File: config.mk
export PLATFORM = sky130hd
export DESIGN_NAME = trap_sequencer_flat
export DESIGN_NICKNAME = d
export VERILOG_FILES = /design/src/rtl/trap_sequencer_pkg.sv /design/src/rtl/trap_sequencer_if.sv /design/src/rtl/trap_sequencer_cause_encoder.sv /design/src/rtl/trap_sequencer.sv /design/src/flat_wrapper.sv
export SDC_FILE = /design/constraint.sdc
export NUM_CORES = 1
export LEC_CHECK = 0
export BUFFER_PORTS_ARGS = -buffer_cell sky130_fd_sc_hd__buf_2
export CAP_MARGIN = 20
export CELL_PAD_IN_SITES_DETAIL_PLACEMENT = 1
export CELL_PAD_IN_SITES_GLOBAL_PLACEMENT = 1
export CORE_ASPECT_RATIO = 2
export CORE_UTILIZATION = 35
export DETAILED_ROUTE_END_ITERATION = 10
export PLACE_DENSITY_LB_ADDON = 0.05
export REMOVE_ABC_BUFFERS = 1
export SLEW_MARGIN = 40
export SYNTH_ARGS = -nofsm -noshare
export SYNTH_HDL_FRONTEND = slang
export SYNTH_SLANG_ARGS = --single-unit
File: constraint.sdc
create_clock -name clk -period 2.2 [get_ports clk]
set_input_delay 0.44 -clock clk [delete_from_list [all_inputs] [get_ports clk]]
set_output_delay 0.44 -clock clk [all_outputs]
set_load 0.02 [all_outputs]
File: src/rtl/trap_sequencer_pkg.sv
// trap_sequencer_pkg: shared types and constants for the trap-entry / MRET sequencer.
//   - state_e     : sequencer FSM states
//   - tval_sel_e  : source of the mtval value (instruction word or data address)
//   - cause codes : mcause exception codes used by the sequencer
//   - CSR address defaults for mepc / mcause / mtval
//   - align4()    : clears the two LSBs of a redirect target
package trap_sequencer_pkg;

    typedef enum logic [2:0] {
        StIdle,
        StWEpc,
        StWCause,
        StWTval,
        StRedir
    } state_e;

    typedef enum logic {
        TvalInst,
        TvalAddr
    } tval_sel_e;

    localparam logic [3:0] CauseIllegal  = 4'd2;
    localparam logic [3:0] CauseLdMis    = 4'd4;
    localparam logic [3:0] CauseStMis    = 4'd6;
    localparam logic [3:0] CauseMExtIrq  = 4'd11;

    localparam logic [11:0] CsrMepcDefault   = 12'h341;
    localparam logic [11:0] CsrMcauseDefault = 12'h342;
    localparam logic [11:0] CsrMtvalDefault  = 12'h343;

    function automatic logic [31:0] align4(input logic [31:0] a);
        return {a[31:2], 2'b00};
    endfunction

endpackage

File: src/rtl/trap_sequencer_if.sv
// trap_sequencer_if: XB-stage side-band bundle between the pipeline and the trap sequencer.
//   Pipeline -> sequencer : valid, exc_unsup, exc_illegal, exc_ld_mis, exc_st_mis, mret,
//                           pc, inst, addr, mtvec, mepc (+ irq, mie with TRAP_SEQ_IRQ_EN)
//   Sequencer -> pipeline : stall, flush, csr_we, csr_addr, csr_wdata,
//                           status_push, status_pop, pc_load, pc_target
//   modport master : pipeline side; modport slave : sequencer side.
//   Optional macro TRAP_SEQ_IRQ_EN adds the irq / mie inputs.
interface trap_sequencer_if;

`ifdef TRAP_SEQ_IRQ_EN
    logic        irq;
    logic        mie;
`endif
    logic        valid;
    logic        exc_unsup;
    logic        exc_illegal;
    logic        exc_ld_mis;
    logic        exc_st_mis;
    logic        mret;
    logic [31:0] pc;
    logic [31:0] inst;
    logic [31:0] addr;
    logic [31:0] mtvec;
    logic [31:0] mepc;

    logic        stall;
    logic        flush;
    logic        csr_we;
    logic [11:0] csr_addr;
    logic [31:0] csr_wdata;
    logic        status_push;
    logic        status_pop;
    logic        pc_load;
    logic [31:0] pc_target;

    modport master (
`ifdef TRAP_SEQ_IRQ_EN
        output irq, mie,
`endif
        output valid, exc_unsup, exc_illegal, exc_ld_mis, exc_st_mis, mret,
        output pc, inst, addr, mtvec, mepc,
        input  stall, flush, csr_we, csr_addr, csr_wdata,
        input  status_push, status_pop, pc_load, pc_target
    );

    modport slave (
`ifdef TRAP_SEQ_IRQ_EN
        input  irq, mie,
`endif
        input  valid, exc_unsup, exc_illegal, exc_ld_mis, exc_st_mis, mret,
        input  pc, inst, addr, mtvec, mepc,
        output stall, flush, csr_we, csr_addr, csr_wdata,
        output status_push, status_pop, pc_load, pc_target
    );

endinterface

File: src/rtl/trap_sequencer_cause_encoder.sv
// trap_cause_encoder: combinational priority encoder from decoder exception flags to
// an mcause code and the mtval source select.
//   exc_unsup, exc_illegal, exc_ld_mis, exc_st_mis : decoder exception flags
//   cause    : 2 (unsupported/illegal) > 4 (load misaligned) > 6 (store misaligned)
//   tval_sel : TvalInst for cause 2, TvalAddr for causes 4/6
// Output is don't-care when no flag is set; the sequencer only samples it on a trap.
module trap_cause_encoder
    import trap_sequencer_pkg::*;
(
    input  logic       exc_unsup,
    input  logic       exc_illegal,
    input  logic       exc_ld_mis,
    input  logic       exc_st_mis,
    output logic [3:0] cause,
    output tval_sel_e  tval_sel
);

    always_comb begin
        cause    = CauseIllegal;
        tval_sel = TvalInst;
        if (exc_unsup || exc_illegal) begin
            cause    = CauseIllegal;
            tval_sel = TvalInst;
        end else if (exc_ld_mis) begin
            cause    = CauseLdMis;
            tval_sel = TvalAddr;
        end else if (exc_st_mis) begin
            cause    = CauseStMis;
            tval_sel = TvalAddr;
        end
    end

endmodule

File: src/rtl/trap_sequencer.sv
// trap_sequencer: multi-cycle trap-entry and MRET sequencer for the RV32I core (XB stage).
//   clk    : core clock, rising edge
//   resetb : asynchronous active-low reset; abandons any sequence in flight
//   bus    : trap_sequencer_if.slave (decoder flags / PC / CSR values in; stall, flush,
//            CSR write port, mstatus push/pop pulses and fetch redirect out)
// A trap writes mepc, mcause, mtval on three consecutive cycles, then redirects to mtvec.
// MRET stalls one cycle, then redirects to mepc and pops mstatus. Redirect targets are
// captured in IDLE, so CSR inputs changing mid-sequence have no effect.
// Optional macro TRAP_SEQ_IRQ_EN adds a level machine external interrupt (cause 11, ecbit=1).
module trap_sequencer
    import trap_sequencer_pkg::*;
#(
    parameter logic [11:0] CSR_MEPC   = CsrMepcDefault,
    parameter logic [11:0] CSR_MCAUSE = CsrMcauseDefault,
    parameter logic [11:0] CSR_MTVAL  = CsrMtvalDefault
) (
    input  logic              clk,
    input  logic              resetb,
    trap_sequencer_if.slave   bus
);

    state_e      state_q, state_d;
    logic [31:0] pc_q, pc_d;
    logic [3:0]  cause_q, cause_d;
    logic        ecbit_q, ecbit_d;
    logic [31:0] tval_q, tval_d;
    logic [31:0] target_q, target_d;
    logic        mret_q, mret_d;

    logic [3:0]  enc_cause;
    tval_sel_e   enc_tval_sel;
    logic        trap, take_mret, take_irq, take_entry;

    trap_cause_encoder u_cause_enc (
        .exc_unsup   (bus.exc_unsup),
        .exc_illegal (bus.exc_illegal),
        .exc_ld_mis  (bus.exc_ld_mis),
        .exc_st_mis  (bus.exc_st_mis),
        .cause       (enc_cause),
        .tval_sel    (enc_tval_sel)
    );

    assign trap      = bus.valid &
                       (bus.exc_unsup | bus.exc_illegal | bus.exc_ld_mis | bus.exc_st_mis);
    assign take_mret = bus.valid & bus.mret & ~trap;
`ifdef TRAP_SEQ_IRQ_EN
    // Synchronous traps and MRET both outrank the interrupt.
    assign take_irq  = bus.valid & bus.irq & bus.mie & ~trap & ~take_mret;
`else
    assign take_irq  = 1'b0;
`endif
    assign take_entry = trap | take_irq;

    always_ff @(posedge clk or negedge resetb) begin
        if (!resetb) begin
            state_q  <= StIdle;
            pc_q     <= '0;
            cause_q  <= '0;
            ecbit_q  <= 1'b0;
            tval_q   <= '0;
            target_q <= '0;
            mret_q   <= 1'b0;
        end else begin
            state_q  <= state_d;
            pc_q     <= pc_d;
            cause_q  <= cause_d;
            ecbit_q  <= ecbit_d;
            tval_q   <= tval_d;
            target_q <= target_d;
            mret_q   <= mret_d;
        end
    end

    always_comb begin
        state_d         = state_q;
        pc_d            = pc_q;
        cause_d         = cause_q;
        ecbit_d         = ecbit_q;
        tval_d          = tval_q;
        target_d        = target_q;
        mret_d          = mret_q;
        bus.stall       = 1'b0;
        bus.flush       = 1'b0;
        bus.csr_we      = 1'b0;
        bus.csr_addr    = '0;
        bus.csr_wdata   = '0;
        bus.status_push = 1'b0;
        bus.status_pop  = 1'b0;
        bus.pc_load     = 1'b0;
        bus.pc_target   = '0;

        case (state_q)
            StIdle: begin
                if (take_entry) begin
                    bus.stall = 1'b1;
                    bus.flush = 1'b1;
                    pc_d      = bus.pc;
                    ecbit_d   = take_irq;
                    cause_d   = take_irq ? CauseMExtIrq : enc_cause;
                    if (take_irq) begin
                        tval_d = '0;
                    end else begin
                        tval_d = (enc_tval_sel == TvalAddr) ? bus.addr : bus.inst;
                    end
                    target_d  = align4(bus.mtvec);
                    mret_d    = 1'b0;
                    state_d   = StWEpc;
                end else if (take_mret) begin
                    bus.stall = 1'b1;
                    target_d  = align4(bus.mepc);
                    mret_d    = 1'b1;
                    state_d   = StRedir;
                end
            end
            StWEpc: begin
                bus.stall     = 1'b1;
                bus.csr_we    = 1'b1;
                bus.csr_addr  = CSR_MEPC;
                bus.csr_wdata = pc_q;
                state_d       = StWCause;
            end
            StWCause: begin
                bus.stall     = 1'b1;
                bus.csr_we    = 1'b1;
                bus.csr_addr  = CSR_MCAUSE;
                bus.csr_wdata = {ecbit_q, 27'b0, cause_q};
                state_d       = StWTval;
            end
            StWTval: begin
                bus.stall       = 1'b1;
                bus.csr_we      = 1'b1;
                bus.csr_addr    = CSR_MTVAL;
                bus.csr_wdata   = tval_q;
                bus.status_push = 1'b1;
                state_d         = StRedir;
            end
            StRedir: begin
                bus.stall      = 1'b1;
                bus.flush      = 1'b1;
                bus.pc_load    = 1'b1;
                bus.pc_target  = target_q;
                bus.status_pop = mret_q;
                state_d        = StIdle;
            end
            default: state_d = StIdle;
        endcase
    end

endmodule

File: src/flat_wrapper.sv
// flat-port wrapper written by rule: the top's interface ports become plain ports
module trap_sequencer_flat import trap_sequencer_pkg::*;
#(
    parameter logic [11:0] CSR_MEPC   = CsrMepcDefault,
    parameter logic [11:0] CSR_MCAUSE = CsrMcauseDefault,
    parameter logic [11:0] CSR_MTVAL  = CsrMtvalDefault
)
  (clk, resetb, bus_valid, bus_exc_unsup, bus_exc_illegal, bus_exc_ld_mis, bus_exc_st_mis, bus_mret, bus_pc, bus_inst, bus_addr, bus_mtvec, bus_mepc, bus_stall, bus_flush, bus_csr_we, bus_csr_addr, bus_csr_wdata, bus_status_push, bus_status_pop, bus_pc_load, bus_pc_target);
  trap_sequencer_if bus_i ();
  input  logic clk;
  input  logic resetb;
  input wire logic [$bits(bus_i.valid)-1:0] bus_valid;
  input wire logic [$bits(bus_i.exc_unsup)-1:0] bus_exc_unsup;
  input wire logic [$bits(bus_i.exc_illegal)-1:0] bus_exc_illegal;
  input wire logic [$bits(bus_i.exc_ld_mis)-1:0] bus_exc_ld_mis;
  input wire logic [$bits(bus_i.exc_st_mis)-1:0] bus_exc_st_mis;
  input wire logic [$bits(bus_i.mret)-1:0] bus_mret;
  input wire logic [$bits(bus_i.pc)-1:0] bus_pc;
  input wire logic [$bits(bus_i.inst)-1:0] bus_inst;
  input wire logic [$bits(bus_i.addr)-1:0] bus_addr;
  input wire logic [$bits(bus_i.mtvec)-1:0] bus_mtvec;
  input wire logic [$bits(bus_i.mepc)-1:0] bus_mepc;
  output wire logic [$bits(bus_i.stall)-1:0] bus_stall;
  output wire logic [$bits(bus_i.flush)-1:0] bus_flush;
  output wire logic [$bits(bus_i.csr_we)-1:0] bus_csr_we;
  output wire logic [$bits(bus_i.csr_addr)-1:0] bus_csr_addr;
  output wire logic [$bits(bus_i.csr_wdata)-1:0] bus_csr_wdata;
  output wire logic [$bits(bus_i.status_push)-1:0] bus_status_push;
  output wire logic [$bits(bus_i.status_pop)-1:0] bus_status_pop;
  output wire logic [$bits(bus_i.pc_load)-1:0] bus_pc_load;
  output wire logic [$bits(bus_i.pc_target)-1:0] bus_pc_target;
  assign bus_i.valid = bus_valid;
  assign bus_i.exc_unsup = bus_exc_unsup;
  assign bus_i.exc_illegal = bus_exc_illegal;
  assign bus_i.exc_ld_mis = bus_exc_ld_mis;
  assign bus_i.exc_st_mis = bus_exc_st_mis;
  assign bus_i.mret = bus_mret;
  assign bus_i.pc = bus_pc;
  assign bus_i.inst = bus_inst;
  assign bus_i.addr = bus_addr;
  assign bus_i.mtvec = bus_mtvec;
  assign bus_i.mepc = bus_mepc;
  assign bus_stall = bus_i.stall;
  assign bus_flush = bus_i.flush;
  assign bus_csr_we = bus_i.csr_we;
  assign bus_csr_addr = bus_i.csr_addr;
  assign bus_csr_wdata = bus_i.csr_wdata;
  assign bus_status_push = bus_i.status_push;
  assign bus_status_pop = bus_i.status_pop;
  assign bus_pc_load = bus_i.pc_load;
  assign bus_pc_target = bus_i.pc_target;
  trap_sequencer #(.CSR_MEPC(CSR_MEPC), .CSR_MCAUSE(CSR_MCAUSE), .CSR_MTVAL(CSR_MTVAL)) u_core (.clk(clk), .resetb(resetb), .bus(bus_i));
endmodule
==> impl_metrics.toml, run 1 <==
[status]
status = "finished, final reports clean"

[setup_path]
reg2reg_depth = 5
r2r_slack_ps = 210
cpMaxStageDelayCell = "dfrtp_2"
end_kind = "primary output"
worstPathArrival_ps = 1690
crit_chain = "buf_8 > nor2_2 > buf_12 > nor2b_1 > a21oi_1 > buf_2"
r2r-start = "u_core.state_q[1]"
critPathMaxFanout = 36
start_kind = "register"
worstSetupPathType = "reg2out"
cp_slowest_stage_delay_ps = 450
startpoint = "u_core.state_q[1]"
required_ps = 1760
r2r-end = "u_core.pc_q[1]"

[placement]
io_buffer_count = 236
place_ws_ps = 82.4
globalplace.congestion = 0.781
place_area_um2 = 6680
hpwlAfterDp_um = 12600

[flow_run]
max-cap-violations = 0

[yosys]
ys_warn_count = 0
ys_types = 36
synth_common_cells = "100 x dfrtp_1, 41 x nor2_1, 39 x clkbuf_1"
yosysMostFrequentCell = "dfrtp_1"
synth_top_area_cell = "dfrtp_1"
synthFlopType = "dfrtp_1"
synth_edf_count = 0
synthesis.instances = 525
syn_area_um2 = 5360
yosysSeqAreaShare_pct = 46.7
synth_seq_cells = 100
synthDominantCellAreaShare_pct = 46.7
synth.avg_cell_area_um2 = 10.2
async_flop_share_pct = 100
yosys-top-cells-area = "dfrtp_1 47%, mux2_2 6.5%, o221a_1 6.3%, mux2i_1 5.6%, a31oi_1 3.8%"

[global_routing]
antenna_found_initial = 3
grt_max_degree = 49
grt_pass1_wl_um = 27600
gr-total-overflow = 0
grt_pass1_vias = 5380
use_met3_pct = 3.45
grt_usage_pct = 23.2
busiest_layer = "met2"
grt_use_met1_pct = 25.8
gr-usage-met2_pct = 42.5

[drt]
drt_first_pass_iters = 4
routed_via_density = 5.41
first_iter_violations = 131
vias = 5080
routed_wl_um = 18300
postRouteAntennaNets = 0
drc = 0
wl_per_cell_um = 19.5

[timing]
slew_viol_final = 0
post-route-period-util_pct = 96.8
setup_viol = 0
fmax_mhz = 470
max_slew.worst_pin.slew_ps = 780
skew_ps = 5.98
hold_viol_final = 0
slew_headroom_pct = 48.0
period_needed_ps = 2130
worst_slack_ps = 70.3
timing.setup.tns_ps = 0

[die]
start_util_pct = 36.0
die_w_um = 89.5
core_um2 = 14900
die-area_um2 = 15900
die_h_um = 177
row_count = 63
ioPinCount = 250

[clock_tree]
cts-htree-levels = 3
clkTransAtPathRegs_ps = 70
numCtsBuffers = 9
cts-hold-fix-buffers = 0
clock_sinks = 100
cts.path.max_buffers = 2
cts_tree = "built"
ctsRootBufferMaster = "clkbuf_16"
clock_latency_ps = 340

[pwr]
p_leak_nw = 3.35
ir_drop_mv = 0.541
p_per_area_nw_per_um2 = 1360

[cells_and_area]
drive_above_1_share_pct = 42.9
area_growth_syn_to_layout_pct = 30.5
stdcell_area_um2 = 7000
finalNetCount = 906
fillCellCount = 1788

[worst_hold_path]
holdCritPathClass = "in2async"
routing by layer:
metal  vias up  wire, um  part of all wire, %
met4         0       561                  3.1
met2       169      9930                   54
met5         -         0                    0
li1       2348         -                    -
met1      2529      7000                   38
met3        34       800                  4.4
kinds of logic after synthesis:
group	Yosys count	share of synthesized area, %
simple gates	151	15.7
compound gates	139	17.6
flops	100	46.7
buf+inv	69	7.11
mux	64	12.7
xor+xnor	1	0.163
other cells	1	0.0699
state kept, by name, indices dropped and copies added, names as in the netlist:
name / count
u_core.pc_q: 32
u_core.target_q: 30
u_core.cause_q: 2
u_core.mret_q: 1
u_core.tval_q: 32
u_core.state_q: 3
power breakdown:
group	leakage (nW)	internal [W]	switching, W
Combinational	2.09	0.00209	0.00271
Clock	0.128	0.000764	0.000719
Sequential	1.13	0.00276	0.000480
Total	3.35	0.00561	0.00391
cells in the final DEF, fill, tap and decap left out, drive strengths merged:
cell type  netlist  routed
a21oi           38      38
a22oi            2       2
a31oi           33      33
and2             1       1
and3            31      31
buf             28     261
clkbuf          39       9
clkinv           0       2
clkinvlp         0       1
conb             1       9
dfrtp          100     100
diode            0       3
inv              2       4
mux2            34      34
mux2i           30      30
nand2            1       1
nand2b           1       1
nand3           32      32
nand4            2       2
nor2            42      42
nor2b            2       2
nor3             3       3
nor4             1       1
nor4b            1       1
o21a             1       1
o21ai           34      34
o221a           30      30
o31ai            1       1
or2              2       2
or3             30      30
or4              1       1
or4b             1       1
xnor2            1       1
final cells by class:
cell class / instances / area, um^2 / share of cell area, %
multi-input combinational: 364 / 2520 / 36.0
sequential: 100 / 2500 / 35.8
timing repair buffer: 261 / 1450 / 20.8
tap: 195 / 244 / 3.49
clock buffer: 9 / 225 / 3.22
clock inverter: 5 / 38.8 / 0.554
inverter: 2 / 7.51 / 0.107
antenna: 3 / 7.51 / 0.107
worst max-delay path, delay by kind of cell (launching register included):
family / cells / cell delay, ps
flops: 1 / 450
compound gates: 1 / 120
simple gates: 2 / 190
buf+inv: 3 / 570
metrics by stage:
stage,utilization (%),total power [W],hold WS (ps),instances
2_1_floorplan,-,0.00625,144,466
3_3_place_gp,44.9,0.00787,468,919
3_5_place_dp,44.9,0.00804,479,919
4_1_cts,46.7,0.00958,140,933
5_1_grt,47.0,0.0102,165,939
6_report,47.0,0.00952,114,939
repair_timing:
action	CTS	global route
setup buffers	0	3
setup endpoints to repair	3	1
resized for setup	3	3
worst max-delay path by stage:
stage	endpoint	slack, ps	cells past startpoint
3_3_place_gp	bus_stall	80	5
2_1_floorplan	bus_csr_addr[6]	-1210	2
5_1_grt	bus_pc_target[16]	-2	5
6_report	bus_stall	70	6
4_1_cts	bus_csr_wdata[1]	9	5
3_5_place_dp	bus_stall	80	5
(Power assumes the default switching activity.)
==> inputs of run 2 (changes only) <==
==> constraint.sdc (replaced) <==
create_clock -name clk -period 2.2 [get_ports clk]
set_input_delay 0.22 -clock clk [delete_from_list [all_inputs] [get_ports clk]]
set_output_delay 0.22 -clock clk [all_outputs]
set_load 0.02 [all_outputs]
==> run 2 against run 1 <==
- count of clock-buffer cells in the layout rose by 1
- utilization fell by 0.32 points
- combinational power fell by 3%
- maximum frequency rose by 2.2%
- non-clock buffer count fell by 3
- die area did not move
- largest power group unchanged
==> impl_metrics.toml, run 2 (same netlist as run 1, synthesis figures left out) <==
[status]
status = "finished, final reports clean"

[die]
die_h_um = 177
row_count = 63
core_um2 = 14900
die_w_um = 89.5
die-area_um2 = 15900
ioPinCount = 250
start_util_pct = 36.0

[timing]
setup_viol = 0
slew_viol_final = 0
period_needed_ps = 2080
fmax_mhz = 480
hold_viol_final = 0
holdWs_ps = 97.8
slew_headroom_pct = 50.0
post-route-period-util_pct = 94.7
max_slew.worst_pin.slew_ps = 750
rsz0062_at_grt = "no"
skew_ps = 10.8

[drt]
wl_per_cell_um = 19.5
first_iter_violations = 138
drc = 0
routed_via_density = 5.39
vias = 5053
postRouteAntennaNets = 0
drt_first_pass_iters = 6
routed_wl_um = 18300

[global_routing]
gr-total-overflow = 0
antenna_found_initial = 3
grt_usage_pct = 23.7
grt_pass1_wl_um = 28200
grt_pass1_vias = 5452
grt_max_degree = 47

[setup_path]
r2r_slack_ps = 320
required_ps = 1980
start_kind = "register"
cp_slowest_stage_delay_ps = 350
worstPathArrival_ps = 1860
crit_chain = "buf_4 > buf_6 > mux2i_1 > nor2_1 > buf_2"
worstSetupPathType = "reg2out"
cp_top_family = "buffers and inverters"
cp_num_buf_inv = 3
critPathMaxFanout = 22
cpMaxStageDelayCell = "dfrtp_2"
end_kind = "primary output"

[cells_and_area]
top_regs = "u_core.pc_q (32), u_core.tval_q (32), u_core.target_q (30)"
finalNetCount = 903
layout_common_cells = "235 x buf_2, 99 x dfrtp_1, 38 x nor2_1, 38 x a21oi_1, 34 x o21ai_0"
mostFrequentLayoutCell = "buf_2"
area_growth_syn_to_layout_pct = 29.6
drive_above_1_share_pct = 42.6

[clock_tree]
clock_sinks = 100
cts.path.max_buffers = 2
cts-htree-levels = 3
numCtsBuffers = 9
cts_tree = "built"
cts_setup_buffers = 0
clkTransAtPathRegs_ps = 80
clock_latency_ps = 350
ctsRootBufferMaster = "clkbuf_16"

[placement]
io_buffer_count = 236
globalplace.congestion = 0.793
hpwlAfterDp_um = 12400

[pwr]
internal-power_w = 0.00554
p_per_area_nw_per_um2 = 1360
p_leak_nw = 3.34
p_switching_w = 0.00389
clock_power_share_pct = 16.4
total_power_w = 0.00943
pwr-share-comb_pct = 49.5
ir_drop_mv = 0.591
power_frac_seq_pct = 34.1
swShare_pct = 41.2

[flow_run]
max-cap-violations = 0

[worst_hold_path]
holdCritPathClass = "in2reg"
==> run 2: what timing repair did <==
action | 4_1_cts | 5_1_grt
endpoints found under the setup margin | 21 | 5
resized for setup | 2 | 1
endpoints found under the hold margin | 40 | 0
hold buffers | 1 | 0
==> run 2: routing by layer <==
metal	global-route usage, %	vias up	share of wire [%]
met5	0	-	0
met4	8.66	0	2.0
met3	4.85	25	5.2
met2	43.6	155	55
met1	25.7	2538	37
li1	-	2335	-
==> run 2: stage by stage <==
step | setup slack, ps | utilization, % | TNS, ps | area (um^2) | instances
6_report | 117 | 46.7 | 0 | 6950 | 938
2_1_floorplan | -1020 | - | -98600 | 5020 | 466
3_5_place_dp | 335 | 44.6 | 0 | 6640 | 918
4_1_cts | 32.0 | 46.6 | 0 | 6940 | 935
3_3_place_gp | 343 | 44.6 | 0 | 6640 | 918
5_1_grt | 26.5 | 46.7 | 0 | 6950 | 938
==> run 2: power by group through the flow <==
stage | logic [W] | registers [W] | clock network (W)
2_1_floorplan | 0.00296 | 0.00329 | 0
3_3_place_gp | 0.00461 | 0.00318 | 0
3_5_place_dp | 0.00471 | 0.00325 | 0
4_1_cts | 0.00474 | 0.00322 | 0.00160
5_1_grt | 0.00510 | 0.00332 | 0.00167
6_report | 0.00467 | 0.00322 | 0.00155
==> run 2: worst paths after layout <==
| kind | from | end | depth (start not counted) |
|---|---|---|---|
| setup / recovery | u_core.state_q[1] | bus_csr_wdata[22] | 5 |
| setup reg to reg | u_core.state_q[2] | u_core.pc_q[22] | 4 |
| max in group asynchronous | resetb | u_core.tval_q[26] | 3 |
| hold / removal | bus_pc[29] | u_core.pc_q[29] | 2 |
| hold reg to reg | u_core.pc_q[26] | u_core.pc_q[26] | 1 |
| min in group asynchronous | resetb | u_core.target_q[28] | 2 |
==> run 2: layout make-up <==
class                      count  area, um^2
clock inverter                 6        45.0
multi-input combinational    364        2520
inverter                       2        7.51
sequential                   100        2500
fill                        1770        7950
clock buffer                  10         239
timing repair buffer         258        1390
antenna                        3        7.51
tap                          195         244
